$ cat config.mk
export PLATFORM = sky130hd
export DESIGN_NAME = kbd_fifo_port
export DESIGN_NICKNAME = d
export VERILOG_FILES = /design/src/rtl/kbd_fifo_port.sv
export SDC_FILE = /design/constraint.sdc
export NUM_CORES = 1
export LEC_CHECK = 0
export CAP_MARGIN = 0
export CORE_MARGIN = 5
export CORE_UTILIZATION = 36
export CTS_CLUSTER_DIAMETER = 80
export CTS_CLUSTER_SIZE = 25
export DETAILED_ROUTE_END_ITERATION = 12
export PLACE_DENSITY = 0.55
export SLEW_MARGIN = 20
export SYNTH_ARGS = -nofsm -noshare
export SYNTH_HDL_FRONTEND = slang
export SYNTH_SLANG_ARGS = --single-unit
$ cat constraint.sdc
create_clock -name clk14 -period 4.2 [get_ports clk14]
set_input_delay 0.84 -clock clk14 [delete_from_list [all_inputs] [get_ports clk14]]
set_output_delay 0.84 -clock clk14 [all_outputs]
set_load 0.05 [all_outputs]
$ cat src/rtl/kbd_fifo_port.sv
// Keyboard PIA-side port: FIFO of ASCII bytes from the keyboard decoder,
// CPU reads at KBD (address 0, pops) and KBDCR (address 1, status only).
//
// Ports:
//   clk14      14 MHz master clock, all logic on its rising edge
//   rst        synchronous reset, active-high
//   enable     CPU clock enable; bus side effects only when high
//   cs         chip select for the KBD/KBDCR pair
//   address    0 = KBD, 1 = KBDCR
//   we         CPU write strobe (writes are ignored)
//   dout       read data, 8'h00 when cs is low
//   key_valid  upstream byte available
//   key_data   upstream 7-bit ASCII code
//   key_ready  FIFO can accept a byte
//   count      current occupancy, 0..DEPTH
//   overflow   sticky: a byte was offered while full
module kbd_fifo_port #(
  parameter int DEPTH = 8
) (
  input  logic                     clk14,
  input  logic                     rst,
  input  logic                     enable,
  input  logic                     cs,
  input  logic                     address,
  input  logic                     we,
  output logic [7:0]               dout,
  input  logic                     key_valid,
  input  logic [6:0]               key_data,
  output logic                     key_ready,
  output logic [$clog2(DEPTH):0]   count,
  output logic                     overflow
);

  localparam int AW = $clog2(DEPTH);
  localparam int CW = AW + 1;

  logic [6:0]    mem [DEPTH];
  logic [AW-1:0] rd_ptr;
  logic [AW-1:0] wr_ptr;
  logic [CW-1:0] count_q;
  logic [6:0]    last;
  logic          overflow_q;

  logic          full;
  logic          empty;
  logic          push;
  logic          pop;
  logic [6:0]    code_up;

  assign full  = (count_q == CW'(DEPTH));
  assign empty = (count_q == '0);

  // Pop only on an enabled CPU read of KBD with data present.
  assign push = key_valid & ~full;
  assign pop  = enable & cs & ~we & ~address & ~empty;

  // Lower-case letters are folded to upper case on the way in.
  always_comb begin
    code_up = key_data;
    if (key_data >= 7'h61 && key_data <= 7'h7A)
      code_up = key_data - 7'h20;
  end

  // Storage has no reset; occupancy alone decides what is valid.
  always_ff @(posedge clk14) begin
    if (push)
      mem[wr_ptr] <= code_up;
  end

  always_ff @(posedge clk14) begin
    if (rst) begin
      rd_ptr     <= '0;
      wr_ptr     <= '0;
      count_q    <= '0;
      last       <= 7'h00;
      overflow_q <= 1'b0;
    end else begin
      if (push)
        wr_ptr <= wr_ptr + AW'(1);
      if (pop) begin
        rd_ptr <= rd_ptr + AW'(1);
        last   <= mem[rd_ptr];
      end
      unique case ({push, pop})
        2'b10:   count_q <= count_q + CW'(1);
        2'b01:   count_q <= count_q - CW'(1);
        default: count_q <= count_q;
      endcase
      if (key_valid & full)
        overflow_q <= 1'b1;
    end
  end

  // Read mux: KBD shows head with strobe bit, or the last popped byte.
  always_comb begin
    dout = 8'h00;
    if (cs) begin
      unique case (1'b1)
        address:        dout = {~empty, 7'b0};
        (!address && !empty): dout = {1'b1, mem[rd_ptr]};
        default:        dout = {1'b0, last};
      endcase
    end
  end

  assign key_ready = ~full;
  assign count     = count_q;
  assign overflow  = overflow_q;

endmodule

==> run metrics, run 1 <==
CTS sink cnt=77; min Tclk post-route=3.510 ns; post-route ant nets=0; worst slack, placed=0.6798 ns; full die area=11150 um^2; vias in the first global route=1829; Worst Path Arrival=2.67 ns; Nets=270; Final Skew=0.008326 ns; core footprint=8806 um^2; crit end category=output pin; Die Width=105.6 um; power density cells=406.2 nW/um^2; Final Util=44.17%; hpwl dp=3976 um; startpoint types=flop; status=finished clean; first-pass GRT wire length=9798 um; clock latency on the worst-skew pair=0.35 ns; setup TNS=0 ns; Area growth syn-to-layout=18.26%; post-cts gate resize count=0; Placed Area=3682 um^2; final WL=5978 um; DRT iter0 DRCs=77; GR Overflow Total=0; Core Rows=34; post-CTS setup buffers=0; DRT Pass-1 Iters=4; Via density=5.036; worst vdd rail ir drop=203.6 uV; # setup viols final=0; Die Ht=105.6 um; Synth Net Count=234; CTS tree=yes; Max Slew Vio Count=0; Final Wtd Congestion=0.7192; Yosys warnings=0; DRC=0; EDFF count, synth=56; synthesized area=3289 um^2; register area share after synthesis=63.90%; top layer in use=met4; clock slew seen by the registers of the worst setup and hold paths=0.08 ns; Top FF cell, synth=edfxtp_1; CTS H-tree depth=3; Pwr Total=1.580 mW; initial antenna violation count=0; Met3 Routed Length=274 um; pin count of the biggest net entering global routing=21; worst endpoint required time=3.36 ns; mean post-synth cell area=15.37 um^2; RSZ-0062 raised after global routing=no; maxcap violations=0; Starting Density=37.35%; CTS Buffer Depth=2; CP Class=flop to output pin; drt wl/cell=16.47 um; crit path max fanout=14; post-route cell area=3890 um^2; Synth async-reset ratio=0%; final hold violations=0; post-synth cell types=45; CTS root buf=clkbuf_8; total number of vias=1828; Slew HR=47.57%; routed wl met2=2696 um; Achievable Freq=284.9 MHz; final worst setup slack=0.6905 ns; WL met1=2965 um; #FFs+latches synth=77; CTS Buf Count=9; total track usage=11.50%; layout cells sized above 1=13.73%; ANT cells=0; post-route clock period utilization=83.56%; port buffer count=27; actual slew at the worst max-slew pin=0.7840 ns; Post-CTS Hold Buffers=0; IO Pins=28; Worst Hold Class=flop to flop; leakage=1.282 nW; Synth Instances=214
## power by group
| part | switching [mW] | internal [mW] |
|---|---|---|
| clock network | 0.293 | 0.284 |
| registers | 0.0145 | 0.838 |
| logic | 0.0895 | 0.0624 |
## layer usage
metal  global-route usage (%)  vias up
met5                        0        -
met4                    3.885        0
met3                    4.034        5
met2                    17.12       43
met1                    15.72      872
li1                         -      908
## final timing paths
kind / start / endpoint / slack [ns] / depth (start not counted)
worst max-delay path: flop / dout[2] / 0.69 / 4
worst min-delay path: overflow / overflow / 0.48 / 2
worst max register to register: count[0] / count[3] / 1.55 / 6
worst min register to register: overflow / overflow / 0.48 / 2
## layout make-up
class                      count  area [um^2]
timing repair buffer          34        322.8
sequential                    77         2102
tap                          108        135.1
fill                         783         4916
clock inverter                 7        83.83
multi-input combinational    127         1119
inverter                       1        3.754
clock buffer                   9        123.9
## sequential cells by signal, indices dropped and copies added, names as in the netlist, named ones only
register,count
count,4
last,7
mem,56
overflow,1
rd_ptr,3
wr_ptr,3
## through the flow
step                      hold WS [ns]  instances
after global placement          0.4517        347
after detailed placement        0.4704        347
after floorplan                 0.4783        214
final                           0.4832        363
after CTS                       0.4903        363
after global routing            0.5411        363
## cells in the mapped netlist (all sizes together), types with 2 or more instances
cell type	n	area, um^2
xnor2	2	17.52
o21ai	8	40.04
a211oi	7	52.55
clkbuf	2	7.510
nand2b	3	18.77
xor2	5	43.79
edfxtp	56	1682
buf	7	57.54
mux4	14	356.6
ha	6	75.07
nor2b	4	25.02
or3	2	13.77
nor3	4	20.02
mux2i	9	90.09
dfxtp	21	420.4
nand3	3	15.01
nor4	3	18.77
a21oi	5	28.78
a31oi	2	12.51
nor2	24	92.59
nand2	11	48.80
nor3b	2	26.28
## logic make-up (layout without fill, tap and decap cells)
| family | Yosys count | count (layout) | synth area share [%] |
|---|---|---|---|
| buffers and inverters | 10 | 51 | 2.092 |
| AO/OA/AOI/OAI | 27 | 27 | 5.364 |
| adder cells (fa/ha/maj) | 6 | 6 | 2.282 |
| AND/OR/NAND/NOR | 63 | 63 | 10.57 |
| multiplexers | 24 | 24 | 13.92 |
| flip-flops | 77 | 77 | 63.90 |
| XOR/XNOR | 7 | 7 | 1.864 |
## cell usage in the layout (no fill, tap or decap), drive strengths merged, types with 2 or more instances in the layout
cell / n
a211oi: 7
a21oi: 5
a31oi: 2
buf: 7
clkbuf: 9
clkdlybuf4s50: 27
clkinv: 3
dfxtp: 21
edfxtp: 56
ha: 6
inv: 3
mux2i: 9
mux4: 14
nand2: 11
nand2b: 3
nand3: 3
nor2: 24
nor2b: 4
nor3: 4
nor3b: 2
nor4: 3
o21ai: 8
or3: 2
xnor2: 2
xor2: 5
## critical path, stage by stage, from the launching register on
cell and delay, ns:
dfxtp_1 0.79, mux4_1 0.43, mux2i_1 0.28, o21ai_0 0.12, clkdlybuf4s50_1 0.71
Power figures use the tool's default switching activity.
==> inputs of run 2 (changes only) <==
==> constraint.sdc (replaced) <==
create_clock -name clk14 -period 3.5 [get_ports clk14]
set_input_delay 0.7 -clock clk14 [delete_from_list [all_inputs] [get_ports clk14]]
set_output_delay 0.7 -clock clk14 [all_outputs]
set_load 0.05 [all_outputs]
==> run 2 against run 1 <==
Power is 20% higher. Register-to-register slack worse by 0.66 ns. Clock skew is 0.0041 ns higher. Global-route usage is 0.051 points higher. Combinational power is 20% higher. Clock power is 20% higher. Setup slack worse by 0.10 ns. Design area is 0.48% lower. Cell count stayed put.
==> run metrics, run 2 (synthesis gave the netlist of run 1 again) <==
combinational power share=9.6%; post-route ant nets=0; Max Slew Vio Count=0; maxcap violations=0; worst vdd rail ir drop=207.0 uV; Worst Path Arrival=2.21 ns; most flop-heavy register=mem; commonest cells after routing, fill and taps aside=edfxtp_1 (56), nor2_1 (23), dfxtp_1 (21), clkdlybuf4s50_1 (20), buf_4 (14); post-route clock period utilization=83.15%; Seq pwr share=54.0%; RSZ-0062 raised after global routing=no; Die Ht=105.6 um; Final Wtd Congestion=0.7456; GR Overflow Total=0; Post-CTS Hold Buffers=0; Starting Density=37.35%; Worst Hold Class=flop to flop; full die area=11150 um^2; pin count of the biggest net entering global routing=21; Area growth syn-to-layout=17.69%; Nets=270; vias in the first global route=1857; port buffer count=27; drt wl/cell=16.56 um; Internal Power=1.417 mW; sw frac=25.16%; filler cell count=797; # setup viols final=0; CTS root buf=clkbuf_8; DRC=0; post-cts gate resize count=0; CTS tree=yes; DRT Pass-1 Iters=4; max reg flops=56; clock power share=36.4%; first-pass GRT wire length=9867 um; Final Skew=0.01246 ns; CTS Buffer Depth=2; final hold violations=0; core footprint=8806 um^2; final WL=6013 um; crit end category=output pin; P_sw=476.6 uW; status=finished clean; total number of vias=1831; DRT iter0 DRCs=78; total track usage=11.55%; leakage=1.291 nW; Slew HR=47.18%; worst endpoint required time=2.80 ns; CTS H-tree depth=3; Die Width=105.6 um; ANT cells=0; clock latency on the worst-skew pair=0.35 ns; setup TNS=0 ns; post-CTS setup buffers=0; CTS sink cnt=77; hpwl dp=3998 um; layout cells sized above 1=16.47%; power density cells=489.2 nW/um^2; Achievable Freq=343.6 MHz; IO Pins=28; commonest non-fill, non-tap cell in the layout=edfxtp_1; Core Rows=34; Via density=5.044; CP Class=flop to output pin; CTS Buf Count=9; clock slew seen by the registers of the worst setup and hold paths=0.08 ns; startpoint types=flop; WHS=0.4721 ns; initial antenna violation count=0; min Tclk post-route=2.910 ns; actual slew at the worst max-slew pin=0.7899 ns; crit path max fanout=8
-- run 2: changes by cell type in the layout (fill, tap and decap cells not counted), sizes merged --
| cell | previous run | this run |
|---|---|---|
| clkinvlp | 1 | 2 |
| clkinv | 3 | 2 |
| buf | 7 | 14 |
| clkdlybuf4s50 | 27 | 20 |
-- run 2: power by group through the flow --
stage / clock network, mW / registers [mW] / logic [mW]
6_report: 0.689 / 1.02 / 0.182
5_1_grt: 0.756 / 1.03 / 0.199
4_1_cts: 0.715 / 1.02 / 0.185
3_5_place_dp: 0 / 1.04 / 0.184
3_3_place_gp: 0 / 1.04 / 0.183
2_1_floorplan: 0 / 1.05 / 0.109
-- run 2: per-layer routing --
metal | GRT usage [%] | wire length, um | vias to the layer above
met5 | 0 | 0 | -
met4 | 3.330 | 66 | 0
met3 | 4.645 | 287 | 7
met2 | 16.89 | 2638 | 35
met1 | 15.91 | 3020 | 885
li1 | - | - | 904
-- run 2: critical path, stage by stage (launching register included) --
cell and delay (ns):
dfxtp_1 0.39, or4_4 0.57, and2_2 0.21, clkdlybuf4s50_1 0.69
-- run 2: layout make-up --
cell class | instances | area, um^2 | share of cell area [%]
clock inverters | 7 | 82.58 | 2.133
clock buffers | 9 | 123.9 | 3.200
repair buffers | 34 | 305.3 | 7.886
flip-flops and latches | 77 | 2102 | 54.30
well taps | 108 | 135.1 | 3.491
inverters | 1 | 3.754 | 0.09696
multi-input cells | 127 | 1119 | 28.89
-- run 2: final timing paths --
kind,to,slack [ns],cells after the start,start
worst max-delay path,dout[7],0.59,3,count[0]
worst min-delay path,overflow,0.47,2,overflow
worst max register to register,count[3],0.89,6,count[0]
worst min register to register,overflow,0.47,2,overflow
-- run 2: per-stage QoR --
step           instances  util [%]  power (mW)  instance area, um^2  setup slack, ns
2_1_floorplan        214         -       1.159                 3289           0.5260
3_3_place_gp         347     41.62       1.227                 3665           0.5141
3_5_place_dp         347     41.62       1.228                 3665           0.4675
4_1_cts              363     43.96       1.923                 3871           0.5588
5_1_grt              363     43.96       1.981                 3871           0.4673
6_report             363     43.96       1.894                 3871           0.5897
==> inputs of run 3 (changes only) <==
==> constraint.sdc (replaced) <==
create_clock -name clk14 -period 2.98 [get_ports clk14]
set_input_delay 0.596 -clock clk14 [delete_from_list [all_inputs] [get_ports clk14]]
set_output_delay 0.596 -clock clk14 [all_outputs]
set_load 0.05 [all_outputs]
==> run 3 against run 2 <==
Power up 20%. Register-to-register slack lost 0.45 ns. Non-clock buffer count up 8. Largest cell class unchanged. Sequential share of layout area is 2.1 points lower. Clock-buffer cell count rose by 1.
==> run metrics, run 3 (synthesis gave the netlist of run 1 again) <==
Via density=5.097; min Tclk post-route=2.790 ns; Final Skew=0.008371 ns; Die Ht=105.6 um; Worst Hold Class=flop to flop; Pwr Total=2.271 mW; RSZ-0062 raised after global routing=no; DRC=0; CTS root buf=clkbuf_8; drt wl/cell=16.23 um; Worst R2R End=count[3]; # setup viols final=0; Nets=278; Crit-path slowest cell=mux4_1; Worst Path Arrival=2.19 ns; Area growth syn-to-layout=22.37%; commonest non-fill, non-tap cell in the layout=edfxtp_1; startpoint types=flop; HP Start=overflow; GR Overflow Total=0; Slew HR=66.72%; Critical Path End=dout[0]; CP Class=flop to output pin; final non-filler cell total=371; most flop-heavy register=mem; full die area=11150 um^2; CTS Buffer Depth=2; CTS tree=yes; dpl cells=355; clock slew seen by the registers of the worst setup and hold paths=0.07 ns; first-pass GRT wire length=9839 um; WHS=0.4993 ns; port buffer count=27; CTS H-tree depth=3; final worst setup slack=0.1902 ns; ANT cells=0; total number of vias=1891; worst vdd rail ir drop=317.7 uV; layout cells sized above 1=19.01%; Achievable Freq=358.5 MHz; setup TNS=0 ns; maxcap violations=0; DRT Pass-1 Iters=3; Max Slew Vio Count=0; clock latency on the worst-skew pair=0.34 ns; total track usage=11.38%; worst endpoint required time=2.38 ns; post-route ant nets=0; Core Rows=34; initial antenna violation count=0; Final Wtd Congestion=0.7065; actual slew at the worst max-slew pin=0.4976 ns; Post-CTS Hold Buffers=0; Die Width=105.6 um; hpwl dp=4018 um; CTS sink cnt=77; post-CTS setup buffers=0; IO Pins=28; leakage=1.366 nW; max reg flops=56; power density cells=564.2 nW/um^2; max incr delay on CP=0.63 ns; core footprint=8806 um^2; commonest cells after routing, fill and taps aside=edfxtp_1 (56), nor2_1 (23), dfxtp_1 (21), clkdlybuf4s50_1 (19), buf_4 (16); Crit Reg-Reg Startpoint=count[0]; worst reg-to-reg path cell count=6; pin count of the biggest net entering global routing=17; worst hold stages=2; DRT iter0 DRCs=57; post-route clock period utilization=93.62%; post-cts gate resize count=0; crit end category=output pin; status=finished clean; final WL=6022 um; vias in the first global route=1896; final hold violations=0; Starting Density=37.35%; worst slack, placed=0.1105 ns; crit path max fanout=14; CTS Buf Count=9; cell breakdown of the critical path=buf_4, mux4_1, mux2i_1, o21ai_0, buf_12; reg-to-reg slack, setup=0.44 ns
==> run 3: cell types whose count changed in the layout (fill, tap and decap cells not counted), moves of 2 or more <==
cell and change:
clkinv_2 +2, buf_4 +2, buf_12 +7, clkinvlp_4 -2
==> run 3: layout make-up <==
cell class                 count  area [um^2]
sequential                    77         2102
multi-input combinational    127         1119
inverter                       1        3.754
clock inverter                 6        87.58
timing repair buffer          42        450.4
fill                         760         4781
clock buffer                  10        127.6
tap                          108        135.1
==> run 3: how the worst min path moves through the flow <==
stage	to	slack [ns]
after CTS	last[4]	0.50
after detailed placement	last[4]	0.49
after global routing	overflow	0.53
after global placement	overflow	0.45
after floorplan	last[4]	0.48
final	overflow	0.50
==> run 3: where the power goes <==
group          switching (mW)  total [mW]  internal (mW)
combinational           0.131       0.232          0.101
clock                   0.366       0.838          0.472
sequential             0.0207        1.20           1.18
total                   0.518        2.27           1.75
==> run 3: metal layers <==
metal	track usage, %	vias up	wire (um)
met4	4.440	0	70
met5	0	-	0
met2	17.26	30	2757
met3	2.689	8	178
met1	15.86	931	3017
li1	-	922	-
==> run 3: per-stage QoR <==
step	area [um^2]	utilization (%)
floorplan	3289	-
global placement	3810	43.27
detailed placement	3810	43.27
CTS	4025	45.71
global route	4025	45.71
finish	4025	45.71
==> run 3: critical path, delay by kind of cell, from the launching register on <==
kind	cells	cell delay [ns]
AO/OA/AOI/OAI	1	0.19
buffers and inverters	2	0.46
flip-flops	1	0.31
multiplexers	2	0.89
